<file path="src/rtl/tc_clk_pkg.sv">
// Shared types and helpers for the clock-gate controller.
package tc_clk_pkg;

  // Controller states: clock running, waiting for the gate to close,
  // clock stopped, waiting for the gate to reopen.
  typedef enum logic [1:0] {
    RUN         = 2'd0,
    GATE_WAIT   = 2'd1,
    OFF         = 2'd2,
    UNGATE_WAIT = 2'd3
  } clk_gate_state_e;

  // Width wide enough to hold the larger of the idle window and the sync latency.
  function automatic int unsigned cnt_width(input int unsigned a, input int unsigned b);
    int unsigned m;
    m = (a > b) ? a : b;
    return $clog2(m + 1);
  endfunction

endpackage

</file>
<file path="src/rtl/tc_clk_delay_cnt.sv">
// Loadable down-counter with a zero flag. It times both gate-settling waits.
module tc_clk_delay_cnt #(
  parameter int W = 2
) (
  input  logic         clk_i,
  input  logic         rst_ni,
  input  logic         load_i,
  input  logic [W-1:0] load_val_i,
  input  logic         dec_i,
  output logic         zero_o
);

  logic [W-1:0] cnt_q;
  logic [W-1:0] cnt_d;

  // Load has priority. Decrement stops at zero so the flag stays stable.
  always_comb begin
    cnt_d = cnt_q;
    if (load_i) begin
      cnt_d = load_val_i;
    end else if (dec_i && (cnt_q != '0)) begin
      cnt_d = cnt_q - 1'b1;
    end
  end

  // Count register.
  always_ff @(posedge clk_i or negedge rst_ni) begin
    if (!rst_ni) begin
      cnt_q <= '0;
    end else begin
      cnt_q <= cnt_d;
    end
  end

  assign zero_o = (cnt_q == '0);

endmodule

</file>
<file path="src/rtl/tc_clk_gate_ctrl.sv">
// Clock-gate controller. It closes the gate after a programmable idle window
// and reopens it on a wake request. Each enable change is held for the gate's
// sync latency, so the consumer never sees a runt pulse.
module tc_clk_gate_ctrl
  import tc_clk_pkg::*;
#(
  parameter int IDLE_CYCLES  = 16,
  parameter int SYNC_LATENCY = 3,
  parameter int EVT_CNT_W    = 16
) (
  input  logic                 clk_i,
  input  logic                 rst_ni,
  input  logic                 auto_en_i,
  input  logic                 idle_i,
  input  logic                 wake_i,
  output logic                 en_o,
  output logic                 clk_active_o,
  output logic                 gated_o,
  output logic [EVT_CNT_W-1:0] evt_cnt_o
);

  localparam int CNT_W = cnt_width(IDLE_CYCLES, SYNC_LATENCY);
  localparam logic [CNT_W-1:0] IDLE_LAST = CNT_W'(IDLE_CYCLES - 1);
  localparam logic [CNT_W-1:0] SYNC_LOAD = CNT_W'(SYNC_LATENCY - 1);

  clk_gate_state_e        state_q, state_d;
  logic [CNT_W-1:0]       idle_cnt_q, idle_cnt_d;
  logic                   wake_pend_q, wake_pend_d;
  logic [EVT_CNT_W-1:0]   evt_cnt_q, evt_cnt_d;
  logic                   en_q, en_d;
  logic                   active_q, active_d;
  logic                   gated_q, gated_d;

  logic                   dly_load;
  logic                   dly_dec;
  logic                   dly_zero;
  logic                   gate_cond;
  logic                   wake_cond;

  assign gate_cond = auto_en_i & idle_i & ~wake_i;
  assign wake_cond = wake_i | wake_pend_q | ~auto_en_i | ~idle_i;

  tc_clk_delay_cnt #(
    .W (CNT_W)
  ) u_dly (
    .clk_i      (clk_i),
    .rst_ni     (rst_ni),
    .load_i     (dly_load),
    .load_val_i (SYNC_LOAD),
    .dec_i      (dly_dec),
    .zero_o     (dly_zero)
  );

  // Next-state logic. It also computes the idle and event counters, the
  // pending wake, and the output flags (decoded from the next state so that
  // they come out of flops).
  always_comb begin
    state_d     = state_q;
    idle_cnt_d  = '0;
    wake_pend_d = wake_pend_q;
    evt_cnt_d   = evt_cnt_q;
    dly_load    = 1'b0;
    dly_dec     = 1'b0;

    case (state_q)
      RUN: begin
        if (gate_cond) begin
          if (idle_cnt_q == IDLE_LAST) begin
            state_d  = GATE_WAIT;
            dly_load = 1'b1;
          end else begin
            idle_cnt_d = idle_cnt_q + 1'b1;
          end
        end
      end

      GATE_WAIT: begin
        // A wake here is remembered, not acted on. Cutting the wait short
        // could produce a runt pulse.
        if (wake_i) begin
          wake_pend_d = 1'b1;
        end
        if (dly_zero) begin
          if (wake_cond) begin
            state_d     = UNGATE_WAIT;
            dly_load    = 1'b1;
            wake_pend_d = 1'b0;
          end else begin
            state_d = OFF;
            if (evt_cnt_q != '1) begin
              evt_cnt_d = evt_cnt_q + 1'b1;
            end
          end
        end else begin
          dly_dec = 1'b1;
        end
      end

      OFF: begin
        if (wake_cond) begin
          state_d     = UNGATE_WAIT;
          dly_load    = 1'b1;
          wake_pend_d = 1'b0;
        end
      end

      UNGATE_WAIT: begin
        if (dly_zero) begin
          state_d = RUN;
        end else begin
          dly_dec = 1'b1;
        end
      end

      default: begin
        state_d = RUN;
      end
    endcase

    en_d     = (state_d != GATE_WAIT) && (state_d != OFF);
    active_d = (state_d == RUN);
    gated_d  = (state_d == OFF);
  end

  // State and output registers. Reset leaves the clock running.
  always_ff @(posedge clk_i or negedge rst_ni) begin
    if (!rst_ni) begin
      state_q     <= RUN;
      idle_cnt_q  <= '0;
      wake_pend_q <= 1'b0;
      evt_cnt_q   <= '0;
      en_q        <= 1'b1;
      active_q    <= 1'b1;
      gated_q     <= 1'b0;
    end else begin
      state_q     <= state_d;
      idle_cnt_q  <= idle_cnt_d;
      wake_pend_q <= wake_pend_d;
      evt_cnt_q   <= evt_cnt_d;
      en_q        <= en_d;
      active_q    <= active_d;
      gated_q     <= gated_d;
    end
  end

  assign en_o         = en_q;
  assign clk_active_o = active_q;
  assign gated_o      = gated_q;
  assign evt_cnt_o    = evt_cnt_q;

endmodule

</file>
<file path="config.mk">
export PLATFORM = sky130hd
export DESIGN_NAME = tc_clk_gate_ctrl
export DESIGN_NICKNAME = d
export VERILOG_FILES = /design/src/rtl/tc_clk_pkg.sv /design/src/rtl/tc_clk_delay_cnt.sv /design/src/rtl/tc_clk_gate_ctrl.sv
export SDC_FILE = /design/constraint.sdc
export NUM_CORES = 1
export LEC_CHECK = 0
export CORE_ASPECT_RATIO = 1.5
export CORE_UTILIZATION = 48
export CTS_CLUSTER_SIZE = 24
export DETAILED_ROUTE_END_ITERATION = 8
export GPL_TIMING_DRIVEN = 0
export PLACE_DENSITY = 0.8
export SYNTH_ARGS = -nofsm -noshare
export SYNTH_HDL_FRONTEND = slang
export SYNTH_HIERARCHICAL = 1
export SYNTH_SLANG_ARGS = --single-unit
</file>
<file path="constraint.sdc">
create_clock -name clk_i -period 2.4 [get_ports clk_i]
set_clock_uncertainty 0.05 [all_clocks]
set_input_delay 0.72 -clock clk_i [delete_from_list [all_inputs] [get_ports clk_i]]
set_output_delay 0.72 -clock clk_i [all_outputs]
set_load 0.005 [all_outputs]
</file>
Word-level counts from Yosys, hierarchy flattened. Cells that the tools add are included.

Output and inout bits: 19. Register bits: 32.

Equal/unequal tests: 9. Bitwise operators: 9. Add/subtract/negate cells: 3. Reduce and logical (&&, ||, !) cells: 11. Muxes and demuxes: 24.

Operators with widths (number): $mux W5 (5); $add A16 B1 Y16 const B (1); $ne A16 B16 Y1 const B (1); $mux W1 (11); $mux W2 (5); $pmux W2 S4 (1); $eq A2 B2 Y1 const B (3); $add A5 B1 Y5 const B (1); $eq A5 B4 Y1 const B (1); $logic_not A5 Y1 (1); $reduce_bool A5 Y1 (1); $sub A5 B1 Y5 const B (1); $logic_not A2 Y1 (2); $ne A2 B2 Y1 const B (2); $not A1 Y1 (4); $reduce_and A4 Y1 (1); $reduce_bool A2 Y1 (2); $or A1 B1 Y1 (3); $pmux W1 S3 (1); $and A1 B1 Y1 (2); $eq A2 B1 Y1 const B (1); $logic_and A1 B1 Y1 (2); $ne A2 B1 Y1 const B (1); $pmux W1 S2 (1); 2 further kinds (2).

Logic depth before layout (Yosys ltp).
Depth after elaboration: 8. Mapped depth: 10.

Hierarchy. The synthesis kept the hierarchy.

By module, submodules not included: tc_clk_gate_ctrl (sequential area each 678.2 um2, instances 1, cells each 124, area an instance 1382.6 um2); tc_clk_delay_cnt (sequential area each 125.1 um2, instances 1, cells each 32, area an instance 304.0 um2).

Worst setup path after synthesis. No wires, ideal clock.

Path kind: register to register. Start point: reg u_dly.cnt_q[0]. End point: reg evt_cnt_q[11] (netlist: evt_cnt_o[11]). Library setup time: 124 ps. Required time: 2226 ps. Data arrival time: 2156 ps. Stages on the path, launching flop included: 9. Path slack: 70 ps. Cell sequence: dfrtp_1 > inv_1 > ha_1 > or4b_4 > inv_1 > and3b_2 > nand2_4 > or4_1 > xnor2_1.

Word-level cells in the longest chain between the ends: 2.

RTL lines: start, declared (RTL line tc_clk_delay_cnt.sv:13) `logic [W-1:0] cnt_q;`; start signal, assigned (RTL line tc_clk_delay_cnt.sv:31) `cnt_q <= cnt_d;`; $logic_not A5 Y1 (RTL line tc_clk_delay_cnt.sv:35) `assign zero_o = (cnt_q == '0);`; net dly_zero (RTL line tc_clk_gate_ctrl.sv:36) `logic dly_zero;`; $reduce_and A4 Y1 (no source line); end signal, assigned (RTL line tc_clk_gate_ctrl.sv:139) `evt_cnt_q <= evt_cnt_d;`; end, declared (RTL line tc_clk_gate_ctrl.sv:29) `logic [EVT_CNT_W-1:0] evt_cnt_q, evt_cnt_d;`.

The timed path passes the listed nets, and every way through them passes these cells. A chain may end at the register's enable or synchronous reset.

Worst setup path after layout.
Start point: reg u_dly.cnt_q[1]. End point: reg evt_cnt_q[11] (netlist: evt_cnt_o[11]).

Same word-level chain as after synthesis.

==> impl_metrics.xml <==
<?xml version="1.0" encoding="UTF-8"?>
<metrics>
  <group name="drt">
    <metric name="dr.first_iter.drc_count" unit="">24</metric>
    <metric name="remaining_drc_errors" unit="">0</metric>
    <metric name="met2_length" unit="mm">1.91</metric>
    <metric name="wirelength" unit="mm">3.42</metric>
    <metric name="met1_length" unit="mm">1.31</metric>
    <metric name="drt_first_pass_iters" unit="">4</metric>
    <metric name="wl_per_cell" unit="um">14.3</metric>
    <metric name="vias" unit="">1327</metric>
    <metric name="wl_met3" unit="um">147</metric>
    <metric name="avgViaCountPerCell" unit="">5.55</metric>
    <metric name="antenna_left" unit="">0</metric>
    <metric name="top_signal_layer_used" unit="">met4</metric>
  </group>
  <group name="finish">
    <metric name="area.growth.synth_to_final" unit="%">28.9</metric>
    <metric name="antenna_cells" unit="">0</metric>
    <metric name="fin_util" unit="">0.643</metric>
    <metric name="fraction_of_layout_instances_using_a_drive_strength_above_1" unit="">0.208</metric>
    <metric name="fin_nets" unit="">206</metric>
    <metric name="final_area" unit="um^2">2170</metric>
    <metric name="multi_input_area" unit="um^2">896</metric>
    <metric name="area.sequential" unit="um^2">803</metric>
    <metric name="fill_cell_instance_count_of_the_final_layout" unit="">279</metric>
  </group>
  <group name="pwr">
    <metric name="p_switching" unit="W">0.000247</metric>
    <metric name="portion_of_total_power_attributed_to_the_clock_network" unit="">0.424</metric>
    <metric name="total_leakage_power" unit="nW">1.01</metric>
    <metric name="power_frac_comb" unit="">0.035</metric>
    <metric name="cell_int_power" unit="W">0.000762</metric>
    <metric name="seq_power_share" unit="">0.541</metric>
    <metric name="p_sw_frac" unit="">0.245</metric>
    <metric name="pwr_density_cell" unit="nW/um^2">464</metric>
    <metric name="vdd_ir_max" unit="V">0.000495</metric>
  </group>
  <group name="die">
    <metric name="total_number_of_placement_rows" unit="">26</metric>
    <metric name="die-width" unit="um">50.4</metric>
    <metric name="floorplan.die.height" unit="um">74.6</metric>
    <metric name="initial_utilization" unit="">0.499</metric>
    <metric name="area_of_the_die" unit="um^2">3760</metric>
    <metric name="core" unit="um^2">3380</metric>
    <metric name="design.portCount" unit="">24</metric>
  </group>
  <group name="yosys">
    <metric name="synth_async_sr_flop_share" unit="">1.00</metric>
    <metric name="synthDominantCellAreaShare" unit="">0.445</metric>
    <metric name="synth_area_leader_cell" unit="">sky130_fd_sc_hd__dfrtp_1</metric>
    <metric name="dominantRegCellSynth" unit="">sky130_fd_sc_hd__dfrtp_1</metric>
    <metric name="yosysUniqueCellTypes" unit="">48</metric>
    <metric name="synth_compound_gate_area_share" unit="">0.0749</metric>
    <metric name="dominant_combinational_cell_family_by_area_after_synthesis" unit="">simple AND/OR/NAND/NOR gates</metric>
    <metric name="synth_simple_gate_area_share" unit="">0.278</metric>
    <metric name="muxShareOfSynthArea" unit="">0.0134</metric>
    <metric name="number_of_cells_produced_by_synthesis" unit="">156</metric>
    <metric name="synthesized_area_divided_by_synthesized_cell_count" unit="um^2">10.8</metric>
    <metric name="synth-edff-count" unit="">0</metric>
    <metric name="post_synth_adder_cell_area" unit="">0.0371</metric>
    <metric name="leading_post_synthesis_cells_by_cell_area" unit="">sky130_fd_sc_hd__dfrtp_1, sky130_fd_sc_hd__xor2_1, sky130_fd_sc_hd__ha_1</metric>
    <metric name="yosysWarnings" unit="">6</metric>
    <metric name="synth.ff_latch_count" unit="">32</metric>
    <metric name="sequential_to_total_area_share_from_yosys_stat" unit="">0.476</metric>
    <metric name="synthXorXnorAreaFrac" unit="">0.0883</metric>
    <metric name="syn-cell-area" unit="um^2">1690</metric>
  </group>
  <group name="grt">
    <metric name="total_congestion_overflow_after_global_routing" unit="">0</metric>
    <metric name="grt_pass1_wl" unit="mm">5.69</metric>
    <metric name="grt_pass1_vias" unit="">1297</metric>
    <metric name="groute.usage.overall" unit="">0.206</metric>
    <metric name="number_of_antenna_violations_at_the_first_check_in_global_routing" unit="">0</metric>
    <metric name="grt_max_degree" unit="">33</metric>
  </group>
  <group name="placed_design">
    <metric name="portBuffers" unit="">23</metric>
    <metric name="detailedPlacementHpwl" unit="mm">2.42</metric>
    <metric name="pre_cts_ws" unit="ps">-429</metric>
    <metric name="routabilityCongestion" unit="">0.798</metric>
    <metric name="placedInstanceArea" unit="um^2">1980</metric>
  </group>
  <group name="clocking">
    <metric name="cts-buffers-inserted" unit="">5</metric>
    <metric name="clock_tree_from_tritoncts" unit="">yes</metric>
    <metric name="clk_pin_slew" unit="ps">70</metric>
    <metric name="ctsHtreeMaxLevel" unit="">2</metric>
    <metric name="cts_max_path_buffers" unit="">2</metric>
    <metric name="clk_latency" unit="ps">290</metric>
    <metric name="clock-sinks" unit="">32</metric>
    <metric name="cts_hold_buf" unit="">0</metric>
    <metric name="clk_root_buffer_cell" unit="">sky130_fd_sc_hd__clkbuf_8</metric>
  </group>
  <group name="setup_path">
    <metric name="critPathMaxStageDelay" unit="ps">530</metric>
    <metric name="crit_family" unit="">simple AND/OR/NAND/NOR gates</metric>
    <metric name="sort_of_element_at_the_end_of_the_critical_path" unit="">flop</metric>
    <metric name="worstPathRequired" unit="ps">2530</metric>
    <metric name="criticalPathCategory" unit="">flop to flop</metric>
    <metric name="critical_path_peak_fanout" unit="">7</metric>
    <metric name="slowest_stage" unit="">sky130_fd_sc_hd__or4_4</metric>
    <metric name="critical_path.startpoint_type" unit="">flop</metric>
    <metric name="worst-path-buf-inv" unit="">2</metric>
    <metric name="arrival_time_reported_for_the_critical_path_endpoint" unit="ps">2470</metric>
    <metric name="critical_path_cell_by_cell" unit="">inv_2 -&gt; ha_4 -&gt; or4b_4 -&gt; inv_6 -&gt; and3b_2 -&gt; nand2_4 -&gt; or4_4 -&gt; xnor2_2</metric>
  </group>
  <group name="timing">
    <metric name="fmax" unit="MHz">427</metric>
    <metric name="setup_failing_eps_final" unit="">0</metric>
    <metric name="fin_setup_tns" unit="ps">0</metric>
    <metric name="slew_violations" unit="">0</metric>
    <metric name="final.period_utilization" unit="">0.976</metric>
    <metric name="finalWorstSetupSlack" unit="ps">57.8</metric>
    <metric name="grt_setup_unrepaired" unit="">yes</metric>
    <metric name="timing.slew.headroom" unit="">0.532</metric>
    <metric name="final-hold-violation-count" unit="">0</metric>
    <metric name="tightestPinTransition" unit="ps">702</metric>
    <metric name="finalWorstPathRequiredPeriod" unit="ps">2340</metric>
  </group>
  <group name="status">
    <metric name="status" unit="">finished, final reports clean</metric>
  </group>
  <group name="flow_run">
    <metric name="drv_cap" unit="">0</metric>
  </group>
  <group name="worst_hold_path">
    <metric name="hold_class" unit="">flop to flop</metric>
  </group>
</metrics>
## cell usage after synthesis (2+ instances only)
master                      count
sky130_fd_sc_hd__a21oi_1        5
sky130_fd_sc_hd__and2_1         4
sky130_fd_sc_hd__and3_1         3
sky130_fd_sc_hd__and4_1         2
sky130_fd_sc_hd__conb_1         2
sky130_fd_sc_hd__dfrtp_1       30
sky130_fd_sc_hd__dfstp_2        2
sky130_fd_sc_hd__ha_1           5
sky130_fd_sc_hd__inv_1          7
sky130_fd_sc_hd__mux2_1         2
sky130_fd_sc_hd__nand2_1       10
sky130_fd_sc_hd__nand2b_1       3
sky130_fd_sc_hd__nand3_1       10
sky130_fd_sc_hd__nand4_1        4
sky130_fd_sc_hd__nor2_1         5
sky130_fd_sc_hd__nor2b_1        3
sky130_fd_sc_hd__nor3_1         3
sky130_fd_sc_hd__nor4_1         5
sky130_fd_sc_hd__o2111ai_1      2
sky130_fd_sc_hd__o21ai_0        3
sky130_fd_sc_hd__o31ai_1        2
sky130_fd_sc_hd__or3_1          2
sky130_fd_sc_hd__or4_1          2
sky130_fd_sc_hd__xnor2_1        7
sky130_fd_sc_hd__xor2_1        10
## cell type report
class | count | share of cell area
tap | 42 | 0.0242
sequential | 32 | 0.369
clock inverter | 3 | 0.0109
inverter | 7 | 0.0144
multi-input combinational | 117 | 0.412
buffer | 3 | 0.0109
clock buffer | 5 | 0.0316
timing repair buffer | 30 | 0.127
## power groups by stage
stage | Combinational, W | Sequential [W] | Clock [W]
2_1_floorplan | 0.0000114 | 0.000555 | 0
3_3_place_gp | 0.0000302 | 0.000556 | 0
3_5_place_dp | 0.0000324 | 0.000556 | 0
4_1_cts | 0.0000332 | 0.000546 | 0.000434
5_1_grt | 0.0000400 | 0.000546 | 0.000457
6_report | 0.0000349 | 0.000546 | 0.000428
## timing repair
item	4_1_cts	5_1_grt
endpoints found under the setup margin	9	8
pin swaps	0	4
resized for setup	6	11
setup buffers	1	6
## layout by cell type (no fill, tap or decap), drive strengths merged, types with 6 or more instances in the layout
cell type / instances
a21oi: 6
buf: 10
clkbuf: 6
clkdlybuf4s50: 22
dfrtp: 30
inv: 7
nand2: 11
nand3: 10
nor2: 6
nor4: 7
xnor2: 7
xor2: 10
## worst paths after layout
| path | start | cells after the start | to | slack, ps |
|---|---|---|---|---|
| setup reg to reg | u_dly/cnt_q[1] | 8 | evt_cnt_o[11] | 60 |
| max in group asynchronous | rst_ni | 1 | evt_cnt_o[14] | 1430 |
| min in group asynchronous | rst_ni | 1 | evt_cnt_o[5] | 420 |
| hold reg to reg | idle_cnt_q[0] | 1 | idle_cnt_q[0] | 410 |
| hold / removal | idle_cnt_q[0] | 1 | idle_cnt_q[0] | 410 |
| setup / recovery | u_dly/cnt_q[1] | 8 | evt_cnt_o[11] | 60 |
## sequential cells by signal, indices dropped and copies added (netlist names)
name,count
evt_cnt_o,16
idle_cnt_q,5
en_o,1
clk_active_o,1
gated_o,1
u_dly/cnt_q,5
wake_pend_q,1
state_q,2
## layer usage
layer,up-vias,track usage
met5,-,0
met2,34,0.367
li1,640,-
met3,6,0.0613
met1,647,0.227
met4,0,0.0833
## metrics by stage
stage                     cells  hold slack, ps  power [W]
after floorplan             159             374   0.000567
final                       239             411    0.00101
after global routing        239             443    0.00104
after global placement      224             402   0.000586
after detailed placement    224             411   0.000588
after CTS                   233             421    0.00101
## logic make-up after synthesis
| family | count (synthesis) |
|---|---|
| AOI/OAI and AO/OA | 18 |
| xor gates and xnor gates | 17 |
| adders and majority gates | 5 |
| buffers and inverters | 10 |
| DFF | 32 |
| muxes | 2 |
| other | 2 |
| and+or+nand+nor | 70 |
No activity file was read; power rests on OpenSTA's default activity.
